File: src/rtl/mips_multicycle_ctrl.sv
// ---------------------------------------------------------------------------
// mips_multicycle_ctrl
//   Main control FSM for the multicycle MIPS datapath. Each instruction is
//   walked through fetch, decode, execute, memory and writeback states; the
//   datapath controls are Moore decodes of the current state, with the
//   fetch/memory enables qualified by the memory ready handshake.
//
// Parameters
//   MEM_WAIT  1 = honour mem_ready, 0 = memory is always ready
//   CNT_W     width of the retired-instruction counter
//
// Ports
//   clk, rst          clock (rising edge) and async active-high reset
//   op                opcode IR[31:26]
//   mem_ready         memory completes the current access this cycle
//   pc_write, branch_eq, branch_ne, pc_source   PC update controls
//   iord, mem_read, mem_write, ir_write          memory / IR controls
//   mem_to_reg, reg_dst, reg_write               register file controls
//   alu_src_a, alu_src_b, alu_op                 ALU operand / op controls
//   state             current FSM state (debug)
//   illegal_op        sticky flag: unsupported opcode decoded
//   instr_cnt         retired instruction count (wraps)
// ---------------------------------------------------------------------------
module mips_multicycle_ctrl #(
  parameter bit MEM_WAIT = 1'b1,
  parameter int CNT_W    = 32
) (
  input  logic             clk,
  input  logic             rst,
  input  logic [5:0]       op,
  input  logic             mem_ready,
  output logic             pc_write,
  output logic             branch_eq,
  output logic             branch_ne,
  output logic             iord,
  output logic             mem_read,
  output logic             mem_write,
  output logic             ir_write,
  output logic             mem_to_reg,
  output logic             reg_dst,
  output logic             reg_write,
  output logic             alu_src_a,
  output logic [1:0]       alu_src_b,
  output logic [1:0]       alu_op,
  output logic [1:0]       pc_source,
  output logic [3:0]       state,
  output logic             illegal_op,
  output logic [CNT_W-1:0] instr_cnt
);

  typedef enum logic [3:0] {
    S_RESET  = 4'd0,
    S_FETCH  = 4'd1,
    S_DECODE = 4'd2,
    S_MEMADR = 4'd3,
    S_MEMRD  = 4'd4,
    S_MEMWB  = 4'd5,
    S_MEMWR  = 4'd6,
    S_EXEC   = 4'd7,
    S_ALUWB  = 4'd8,
    S_BRANCH = 4'd9,
    S_ADDIEX = 4'd10,
    S_ADDIWB = 4'd11,
    S_JUMP   = 4'd12
  } state_t;

  localparam logic [5:0] OP_RTYPE = 6'b000000;
  localparam logic [5:0] OP_J     = 6'b000010;
  localparam logic [5:0] OP_BEQ   = 6'b000100;
  localparam logic [5:0] OP_BNE   = 6'b000101;
  localparam logic [5:0] OP_ADDI  = 6'b001000;
  localparam logic [5:0] OP_LW    = 6'b100011;
  localparam logic [5:0] OP_SW    = 6'b101011;

  state_t           state_r;
  state_t           state_s;
  logic [5:0]       op_q_r;
  logic             illegal_op_r;
  logic [CNT_W-1:0] instr_cnt_r;
  logic             rdy_s;
  logic             illegal_s;
  logic             retire_s;

  // With MEM_WAIT=0 the handshake is ignored so no state ever stalls.
  assign rdy_s      = MEM_WAIT ? mem_ready : 1'b1;
  assign state      = state_r;
  assign illegal_op = illegal_op_r;
  assign instr_cnt  = instr_cnt_r;

  // Next-state, retire/illegal events and Moore control decode.
  always_comb begin
    state_s    = S_FETCH;
    illegal_s  = 1'b0;
    retire_s   = 1'b0;
    pc_write   = 1'b0;
    branch_eq  = 1'b0;
    branch_ne  = 1'b0;
    iord       = 1'b0;
    mem_read   = 1'b0;
    mem_write  = 1'b0;
    ir_write   = 1'b0;
    mem_to_reg = 1'b0;
    reg_dst    = 1'b0;
    reg_write  = 1'b0;
    alu_src_a  = 1'b0;
    alu_src_b  = 2'b00;
    alu_op     = 2'b00;
    pc_source  = 2'b00;
    case (state_r)
      S_RESET: state_s = S_FETCH;
      S_FETCH: begin
        mem_read  = 1'b1;
        alu_src_b = 2'b01;
        ir_write  = rdy_s;
        pc_write  = rdy_s;
        if (rdy_s) state_s = S_DECODE;
        else       state_s = S_FETCH;
      end
      S_DECODE: begin
        alu_src_b = 2'b11;
        case (op)
          OP_LW, OP_SW:   state_s = S_MEMADR;
          OP_RTYPE:       state_s = S_EXEC;
          OP_BEQ, OP_BNE: state_s = S_BRANCH;
          OP_ADDI:        state_s = S_ADDIEX;
          OP_J:           state_s = S_JUMP;
          default: begin
            state_s   = S_FETCH;
            illegal_s = 1'b1;
          end
        endcase
      end
      S_MEMADR: begin
        alu_src_a = 1'b1;
        alu_src_b = 2'b10;
        if (op_q_r == OP_LW) state_s = S_MEMRD;
        else                 state_s = S_MEMWR;
      end
      S_MEMRD: begin
        mem_read = 1'b1;
        iord     = 1'b1;
        if (rdy_s) state_s = S_MEMWB;
        else       state_s = S_MEMRD;
      end
      S_MEMWB: begin
        reg_write  = 1'b1;
        mem_to_reg = 1'b1;
        retire_s   = 1'b1;
      end
      S_MEMWR: begin
        mem_write = 1'b1;
        iord      = 1'b1;
        if (rdy_s) begin
          state_s  = S_FETCH;
          retire_s = 1'b1;
        end else begin
          state_s  = S_MEMWR;
        end
      end
      S_EXEC: begin
        alu_src_a = 1'b1;
        alu_op    = 2'b10;
        state_s   = S_ALUWB;
      end
      S_ALUWB: begin
        reg_write = 1'b1;
        reg_dst   = 1'b1;
        retire_s  = 1'b1;
      end
      S_BRANCH: begin
        alu_src_a = 1'b1;
        alu_op    = 2'b01;
        pc_source = 2'b01;
        branch_eq = (op_q_r == OP_BEQ);
        branch_ne = (op_q_r == OP_BNE);
        retire_s  = 1'b1;
      end
      S_ADDIEX: begin
        alu_src_a = 1'b1;
        alu_src_b = 2'b10;
        state_s   = S_ADDIWB;
      end
      S_ADDIWB: begin
        reg_write = 1'b1;
        retire_s  = 1'b1;
      end
      S_JUMP: begin
        pc_write  = 1'b1;
        pc_source = 2'b10;
        retire_s  = 1'b1;
      end
      // Codes 13-15 are unreachable; recover to FETCH with all controls low.
      default: state_s = S_FETCH;
    endcase
  end

  // State, latched opcode, sticky illegal flag and retire counter.
  always_ff @(posedge clk or posedge rst) begin
    if (rst) begin
      state_r      <= S_RESET;
      op_q_r       <= 6'b000000;
      illegal_op_r <= 1'b0;
      instr_cnt_r  <= {CNT_W{1'b0}};
    end else begin
      state_r <= state_s;
      if (state_r == S_DECODE) op_q_r <= op;
      if (illegal_s) illegal_op_r <= 1'b1;
      if (retire_s) instr_cnt_r <= instr_cnt_r + {{(CNT_W-1){1'b0}}, 1'b1};
    end
  end

endmodule

File: config.mk
export PLATFORM = sky130hd
export DESIGN_NAME = mips_multicycle_ctrl
export DESIGN_NICKNAME = d
export VERILOG_FILES = /design/src/rtl/mips_multicycle_ctrl.sv
export SDC_FILE = /design/constraint.sdc
export NUM_CORES = 1
export LEC_CHECK = 0
export ABC_AREA = 1
export BUFFER_PORTS_ARGS = -buffer_cell sky130_fd_sc_hd__clkbuf_2
export CAP_MARGIN = 15
export CORE_AREA = 8 8 86 88
export DETAILED_ROUTE_END_ITERATION = 6
export DIE_AREA = 0 0 94 96
export GPL_TIMING_DRIVEN = 0
export PLACE_DENSITY = 0.71
export SLEW_MARGIN = 20
export SYNTH_ARGS = -nofsm -noshare
export SYNTH_HDL_FRONTEND = slang
export SYNTH_SLANG_ARGS = --single-unit
File: constraint.sdc
create_clock -name clk -period 1.7 [get_ports clk]
set_input_delay 0.34 -clock clk [delete_from_list [all_inputs] [get_ports clk]]
set_output_delay 0.34 -clock clk [all_outputs]
set_load 0.03 [all_outputs]
==> results.ini, run 1 <==
[cts]
path_clk_slew_ns = 0.09
cts_tree = yes
clk_root_buffer_cell = clkbuf_8
worstSkewPairLatency_ns = 0.30
clk_path_buf_depth = 2
cts_max_level = 2
clkSinkCount = 43
ctsHoldBuffers = 0
cts_inserted_buffers = 5

[power]
internal-power_mw = 2.926
p_switching_mw = 2.271
p_comb_share_pct = 54.6
leakagePower_nw = 2.014
powerDensity_mw_per_mm2 = 1293
power.share.clock_pct = 18.2
power_switching_share_pct = 43.69
seq_pwr_share_pct = 27.2
vdd_drop_max_mv = 0.7703

[logic_synthesis]
post_synthesis_async_set_or_reset_flop_share_pct = 100.0
yosys_warnings = 0
synth_enable_flop_cells = 0
ys_ff_latch = 43
synthMostInstantiatedCell = nand2_1
synth_top_cells_by_area = dfrtp_1 38%, nand2_1 26%, nor2_1 9.3%
synth_seq_area_share_pct = 37.62
synthesis.nets = 464
synth.lib_cells_used.distinct = 25
synth_ff_type = dfrtp_1
syn-cell-area_mm2 = 0.002860
yosys.area.top_type_share_pct = 37.62
synth_common_cells = 199 x nand2_1, 71 x nor2_1, 46 x inv_1, 43 x dfrtp_1, 24 x nand3_1
post_synth_inst_count = 454
synth_top_area_cell = dfrtp_1
postSynthAreaPerCell_um2 = 6.300

[timing]
timing.hold.ws_ns = 0.01842
setup_violations = 43
maxSlewHeadroom_pct = 69.93
rsz0062_at_grt = yes
skew_ns = 0.009460
min_period_ns = 1.912
tightestPinTransition_ns = 0.4505
post-route-worst-setup-slack_ns = -0.2120
finalHoldViolCount = 0
drv_slew = 0
max_freq_mhz = 523.0
min_period_over_period_pct = 112.5

[die]
full_die_area_mm2 = 0.009024
design.portCount = 63
num_rows = 29
die_w_um = 94
core_mm2 = 0.006096
die_h_um = 96
floorplan.initialDensity_pct = 46.92

[cells_and_area]
finish.cell_count_without_fillers = 625
layout-drive-gt1-share_pct = 28.28
finalNetCount = 557
antenna_cells = 0
area_growth_pct = 40.51

[routing]
detailedRoute.firstIterationViolations = 107
post-route-drc-count = 0
wl_um = 8917
postRouteAntennaNets = 0
avgRoutedWirePerCell_um = 14.27
drtPass1Iterations = 5
vias_per_cell = 5.003
route.vias.total = 3127

[critical_path]
timing.critical_path.slowest_cell_delay_ns = 0.43
setup.worst_path.end_class = output pin
top_family_by_delay_on_critical_path = buffers and inverters
worstPathBufferInverterCount = 3
slowest_stage = dfrtp_2
path_max_fanout = 5
startpoint_type = flop
timing.critical_path.arrival_ns = 1.57
critical_path_required_ns = 1.36
timing.setup.critical_path_class = reg -> out
crit_chain = buf_8 -> nor2_1 -> nand2_1 -> inv_1 -> clkbuf_4

[global_route]
wire_length_of_the_first_global_routing_pass_um = 14230
grt_pass1_vias = 3021
grt_util_all_layers_pct = 19.70
grt_start_max_net_pins = 25
grt_antenna_before_repair = 0
gr_overflow_total = 0

[placed_design]
placed_cells = 594
routabilityCongestion = 0.9618
io_buffer_count = 62
place_hpwl_um = 6246

[outcome]
violations = setup timing
outcome = complete, but fails checks

[job]
timing.max_cap.violations = 0

[worst_hold_path]
hold_path.class = in -> async

==> cell families (layout without fill, tap and decap cells) <==
family                     after synthesis  in the layout  share of synthesized area, %
DFF                                     43             43                         37.62
xor gates and xnor gates                10             10                         3.062
buffers and inverters                   59            153                         9.186
AOI/OAI and AO/OA                       23             23                         4.724
adders and majority gates                1              1                        0.4374
and+or+nand+nor                        318            318                         44.97
==> cell usage in the layout (no fill, tap or decap), types with 5 or more instances in the layout <==
cell,Yosys,layout
nor2_1,71,62
nor3_1,8,7
nand2_2,2,5
clkbuf_8,0,7
inv_1,46,39
dfrtp_1,43,38
clkbuf_2,0,45
dfrtp_2,0,5
buf_4,3,21
o21ai_1,8,9
nand3_1,24,22
nand3b_1,6,6
buf_6,4,15
o21ai_0,7,5
xor2_1,8,8
nor2_4,0,10
buf_8,0,7
nand2_4,1,9
inv_2,5,8
nand2_1,199,187
==> area by class of cell <==
type | count | area, um^2
Buffer | 7 | 75.07
Clock buffer | 6 | 72.57
Clock inverter | 2 | 60.06
Fill cell | 550 | 2077
Inverter | 51 | 212.7
Multi-Input combinational cell | 352 | 1743
Sequential cell | 43 | 1082
Tap cell | 77 | 96.34
Timing Repair Buffer | 87 | 676.9
==> what timing repair did <==
action,4_1_cts,5_1_grt
pin swaps,7,10
setup buffers,14,11
setup endpoints to repair,15,46
resized for setup,39,65
==> stage by stage <==
stage               TNS (ns)  setup slack [ns]  utilization (%)  power [mW]  cell area (um^2)
finish                -3.173           -0.2120            65.93       5.197              4019
detailed placement  -0.09888          -0.06338            55.32       3.274              3372
global route          -7.166           -0.2848            65.93       5.445              4019
global placement      -11.15           -0.3815            54.99       3.256              3352
floorplan            -0.2159           -0.1463                -       2.779              2945
CTS                   -1.345           -0.1813            61.33       4.604              3739
==> worst paths after layout <==
path | start | end | depth (start not counted) | slack (ns)
hold reg to reg | illegal_op | illegal_op | 2 | 0.47
setup / recovery | state[0] | mem_write | 5 | -0.21
max in group asynchronous | rst | state[3] | 3 | 1.18
min in group clk | op[4] | op_q_r[4] | 3 | 0.32
hold / removal | rst | instr_cnt[14] | 2 | 0.02
setup reg to reg | state[0] | instr_cnt[7] | 12 | -0.10
==> metal layers <==
metal	up-vias	GRT usage (%)	part of all wire [%]
met5	-	0	0
met4	0	6.473	1.8
met3	14	4.056	6.1
met2	101	33.02	48
met1	1431	24.76	44
li1	1581	-	-
==> power groups by stage <==
stage	clock network [mW]	logic, mW	registers [mW]
2_1_floorplan	0	1.21	1.56
3_3_place_gp	0	1.83	1.43
3_5_place_dp	0	1.84	1.43
4_1_cts	0.979	2.22	1.40
5_1_grt	1.02	3.00	1.43
6_report	0.947	2.84	1.41
==> flip-flops by register name, summed over array words and instances (netlist names) <==
signal and count:
instr_cnt 32, illegal_op 1, op_q_r 6, state 4
(Power assumes the default switching activity.)
==> run 2, diff against run 1 <==
--- a/config.mk
+++ b/config.mk
@@ -6,7 +6,7 @@
 export NUM_CORES = 1
 export LEC_CHECK = 0
 export ABC_AREA = 1
-export BUFFER_PORTS_ARGS = -buffer_cell sky130_fd_sc_hd__clkbuf_2
+export BUFFER_PORTS_ARGS = -buffer_cell sky130_fd_sc_hd__buf_2
 export CAP_MARGIN = 15
 export CORE_AREA = 8 8 86 88
 export DETAILED_ROUTE_END_ITERATION = 6
==> run 2 against run 1 <==
Effect of this change: the run still ends with setup timing left; utilization increased by 2.1 points; global-route usage decreased by 0.35 points; sequential cell count unchanged; clock power decreased by 13%; register-to-register slack improved by 0.02 ns; setup slack got worse by 0.0070 ns; largest cell class unchanged.
==> results.ini, run 2 (synthesis results as in run 1) <==
[outcome]
violations = setup timing
outcome = complete, but fails checks

[job]
timing.max_cap.violations = 0

[power]
p_comb_share_pct = 57.3
power.share.clock_pct = 15.7
seq_pwr_share_pct = 27.0
vdd_drop_max_mv = 0.8879
leakagePower_nw = 2.080
power_switching_share_pct = 45.49
internal-power_mw = 2.872
total_power_mw = 5.269
powerDensity_mw_per_mm2 = 1270
p_switching_mw = 2.397

[timing]
max_freq_mhz = 521.1
post-route-worst-setup-slack_ns = -0.2190
min_period_ns = 1.919
setup_violations = 46
rsz0062_at_grt = yes
timing.hold.ws_ns = 0.02916
skew_ns = 0.008873
tightestPinTransition_ns = 0.4450
drv_slew = 0
finalHoldViolCount = 0
min_period_over_period_pct = 112.9
maxSlewHeadroom_pct = 70.29

[critical_path]
timing.critical_path.depth = 7
setup.reg_to_reg.worst_slack_ns = -0.08
startpoint_type = flop
ff2ff_path_depth = 11
timing.setup.critical_path_class = reg -> out
path_max_fanout = 5
timing.critical_path.arrival_ns = 1.58
slowest_stage = dfrtp_2
critical_path_required_ns = 1.36
top_family_by_delay_on_critical_path = buffers and inverters
worstPathBufferInverterCount = 4
crit_chain = buf_4 -> nor2_4 -> inv_2 -> nor2_4 -> inv_2 -> o21ai_1 -> buf_4
timing.critical_path.slowest_cell_delay_ns = 0.47
setup.worst_path.end_class = output pin

[placed_design]
routabilityCongestion = 0.9586
io_buffer_count = 62
place_hpwl_um = 6239

[cells_and_area]
area_growth_pct = 45.01
largest_register_ff_count = 32
mostFrequentLayoutCell = nand2_1
antenna_cells = 0
finalNetCount = 561
layout-drive-gt1-share_pct = 33.33
most-common-layout-cells = 174 x nand2_1, 56 x nor2_1, 46 x buf_2, 38 x dfrtp_1, 37 x inv_1

[global_route]
top_usage_layer = met2
grt_start_max_net_pins = 26
grt_antenna_before_repair = 0
global_route.usage.met1_pct = 24.75
use_met2_pct = 32.73
gr_overflow_total = 0
wire_length_of_the_first_global_routing_pass_um = 14080
global_route.usage.met3_pct = 3.822
grt_pass1_vias = 3033
grt_util_all_layers_pct = 19.35

[routing]
postRouteAntennaNets = 0
avgRoutedWirePerCell_um = 15.28
wl_um = 9609
drtPass1Iterations = 5
post-route-drc-count = 0
detailedRoute.firstIterationViolations = 223
vias_per_cell = 5.148
route.vias.total = 3238

[cts]
path_clk_slew_ns = 0.09
worstSkewPairLatency_ns = 0.30
clk_root_buffer_cell = clkbuf_8
cts_tree = yes
cts_max_level = 2
clkSinkCount = 43
cts_inserted_buffers = 5
clk_path_buf_depth = 2

[worst_hold_path]
hold_path.class = in -> async

[die]
floorplan.initialDensity_pct = 46.92
full_die_area_mm2 = 0.009024
design.portCount = 63
num_rows = 29
core_mm2 = 0.006096
die_h_um = 96
die_w_um = 94

==> run 2: worst reg2reg max path, delay by kind of cell, from the launching register on <==
family	cells	cell delay, ns
and+or+nand+nor	5	0.55
buffers and inverters	5	0.58
DFF	1	0.41
xor gates and xnor gates	1	0.14
==> run 2: per-layer routing <==
metal | vias to the layer above | share of wire (%)
met4 | 0 | 2.1
met5 | - | 0
met1 | 1504 | 43
met2 | 119 | 49
li1 | 1597 | -
met3 | 18 | 5.9
==> run 2: cell type report <==
class | instances | area, um^2
clock buffers | 6 | 72.57
flip-flops and latches | 43 | 1082
well taps | 77 | 96.34
inverters | 51 | 215.2
plain buffers | 7 | 93.84
clock inverters | 2 | 37.54
repair buffers | 90 | 710.7
multi-input cells | 353 | 1839
fillers | 501 | 1948
==> run 2: final timing paths <==
path	start	endpoint
setup / recovery	state[3]	alu_src_b[1]
hold / removal	rst	instr_cnt[14]
setup reg to reg	state[0]	instr_cnt[0]
hold reg to reg	illegal_op	illegal_op
max in group asynchronous	rst	state[0]
min in group clk	op[1]	op_q_r[1]
==> run 2: timing repair <==
item	CTS	global route
hold buffers	0	0
endpoints found under the setup margin	11	44
cloned	0	5
buffers inserted	9	14
pin swaps	6	22
gates resized for setup	32	90
==> run 2: per-stage QoR <==
step	setup slack, ns	TNS, ns	std cells	cell area [um^2]	util, %
6_report	-0.2190	-3.431	629	4148	68.04
4_1_cts	-0.1653	-0.5990	610	3633	59.61
3_3_place_gp	-0.3981	-11.81	593	3352	54.99
2_1_floorplan	-0.1463	-0.2159	454	2945	-
5_1_grt	-0.2630	-5.962	629	4148	68.04
3_5_place_dp	-0.04919	-0.04919	594	3372	55.32
==> run 2: power groups by stage <==
stage	registers (mW)	clock network [mW]	logic, mW
floorplan	1.56	0	1.21
global placement	1.43	0	1.83
detailed placement	1.43	0	1.84
CTS	1.40	0.838	2.08
global route	1.45	0.867	3.19
finish	1.43	0.826	3.02
==> run 3, diff against run 2 <==
==> constraint.sdc (replaced) <==
create_clock -name clk -period 1.7 [get_ports clk]
set_input_delay 0.34 -clock clk [delete_from_list [all_inputs] [get_ports clk]]
set_output_delay 0.34 -clock clk [all_outputs]
set_load 0.1 [all_outputs]
==> run 3 against run 2 <==
Effect of this change: the flow still finishes with violations (setup timing); die area did not move; sequential share of layout area fell by 0.14 points; sequential power barely moved; sequential cell count did not move; register-to-register slack barely moved; critical endpoint is now branch_eq; largest power group unchanged; highest routed layer unchanged.
==> results.ini, run 3 (synthesis results as in run 1) <==
[critical_path]
ff2ff_path_depth = 10
cp-startpoint = state[1]
setup.worst_path.end_class = output pin
worst_r2r_startpoint = state[3]
timing.critical_path.arrival_ns = 1.67
path_max_fanout = 4
startpoint_type = flop
end_of_the_worst_register_to_register_path = instr_cnt[27]
timing.setup.critical_path_class = reg -> out
timing.critical_path.to = branch_eq
setup.reg_to_reg.worst_slack_ns = -0.08
critical_path_required_ns = 1.36

[routing]
post-route-drc-count = 0
vias_per_cell = 5.070
route.vias.total = 3174
drtPass1Iterations = 5
postRouteAntennaNets = 0
avgRoutedWirePerCell_um = 14.98
detailedRoute.firstIterationViolations = 222
wl_um = 9377

[die]
num_rows = 29
core_mm2 = 0.006096
floorplan.initialDensity_pct = 46.92
die_w_um = 94
die_h_um = 96
full_die_area_mm2 = 0.009024
design.portCount = 63

[cells_and_area]
design_area_mm2 = 0.004214
most-common-layout-cells = 182 x nand2_1, 60 x nor2_1, 44 x buf_2, 37 x dfrtp_1, 36 x inv_1
mostFrequentLayoutCell = nand2_1
finalNetCount = 558
antenna_cells = 0
finalCoreUtilization_pct = 69.13
area_growth_pct = 47.33
final.fill_count = 508
finish.cell_count_without_fillers = 626
largest_register_ff_count = 32
layout-drive-gt1-share_pct = 30.97

[cts]
cts_inserted_buffers = 5
ctsHoldBuffers = 0
cts_max_level = 2
worstSkewPairLatency_ns = 0.31
cts_tree = yes
clk_path_buf_depth = 2
clk_root_buffer_cell = clkbuf_8
clkSinkCount = 43
path_clk_slew_ns = 0.10

[global_route]
wire_length_of_the_first_global_routing_pass_um = 14330
gr_overflow_total = 0
grt_start_max_net_pins = 23
grt_util_all_layers_pct = 19.90
grt_pass1_vias = 3067
grt_antenna_before_repair = 0

[power]
leakagePower_nw = 2.039
powerDensity_mw_per_mm2 = 1527
total_power_mw = 6.434
vdd_drop_max_mv = 1.282

[outcome]
violations = setup timing
outcome = complete, but fails checks

[placed_design]
io_buffer_count = 62
place_hpwl_um = 6304
post-place-ws_ns = -0.3038
routabilityCongestion = 0.9065
area_after_dpl_mm2 = 0.003467
placed_cells = 594

[timing]
tns_ns = -5.403
min_period_ns = 2.013
tightestPinTransition_ns = 0.5252
post-route-worst-setup-slack_ns = -0.3132
setup_violations = 49
min_period_over_period_pct = 118.4
finalHoldViolCount = 0
rsz0062_at_grt = yes
max_freq_mhz = 496.7
timing.hold.ws_ns = 0.06364
skew_ns = 0.01450
drv_slew = 0
maxSlewHeadroom_pct = 64.94

[worst_hold_path]
hold_path.class = in -> async

[job]
timing.max_cap.violations = 0

-- run 3: cell count changes in the layout (fill, tap and decap cells not counted), sizes merged --
cell and change:
clkinvlp +3, inv -2, buf -1, bufinv -1, clkbuf -1, nand2 -1
-- run 3: final cells by class --
class	instances	area [um^2]	area share [%]
multi-input combinational	352	1807	42.87
sequential	43	1094	25.95
timing repair buffer	87	790.8	18.76
inverter	51	224.0	5.315
buffer	8	103.9	2.464
tap	77	96.34	2.286
clock buffer	6	82.58	1.960
clock inverter	2	16.27	0.3860
-- run 3: worst min path at each step --
stage	endpoint	slack (ns)	cells past startpoint
final	instr_cnt[18]	0.06	2
after global routing	instr_cnt[18]	0.1	2
after CTS	instr_cnt[18]	0.08	2
after detailed placement	instr_cnt[26]	0.41	2
after global placement	illegal_op	0.44	2
after floorplan	op_q_r[1]	0.45	2
-- run 3: power by group --
group | leakage (nW) | switching (mW) | internal [mW]
logic | 1.43 | 2.88 | 1.40
registers | 0.564 | 0.229 | 1.21
clock network | 0.0474 | 0.385 | 0.332
total | 2.04 | 3.49 | 2.94
-- run 3: worst max-delay path, stage by stage (launching register included) --
cell and delay [ns]:
dfrtp_4 0.52, inv_4 0.08, nand2_4 0.05, inv_4 0.06
nand2_4 0.07, clkinvlp_4 0.10, nand2_4 0.07, nor4_4 0.16
buf_6 0.26
-- run 3: what timing repair did --
item / 4_1_cts / 5_1_grt
pin swaps: 5 / 5
endpoints found under the setup margin: 49 / 50
endpoints found under the hold margin: 0 / 0
buffers inserted: 6 / 17
gates cloned: 0 / 1
resized for setup: 71 / 52
-- run 3: per-layer routing --
layer	routed length [um]	vias up	track usage [%]	share of wire, %
met4	221	0	5.284	2.4
met1	3958	1486	24.82	42
li1	-	1584	-	-
met2	4648	85	34.54	50
met3	549	19	3.588	5.9
met5	0	-	0	0
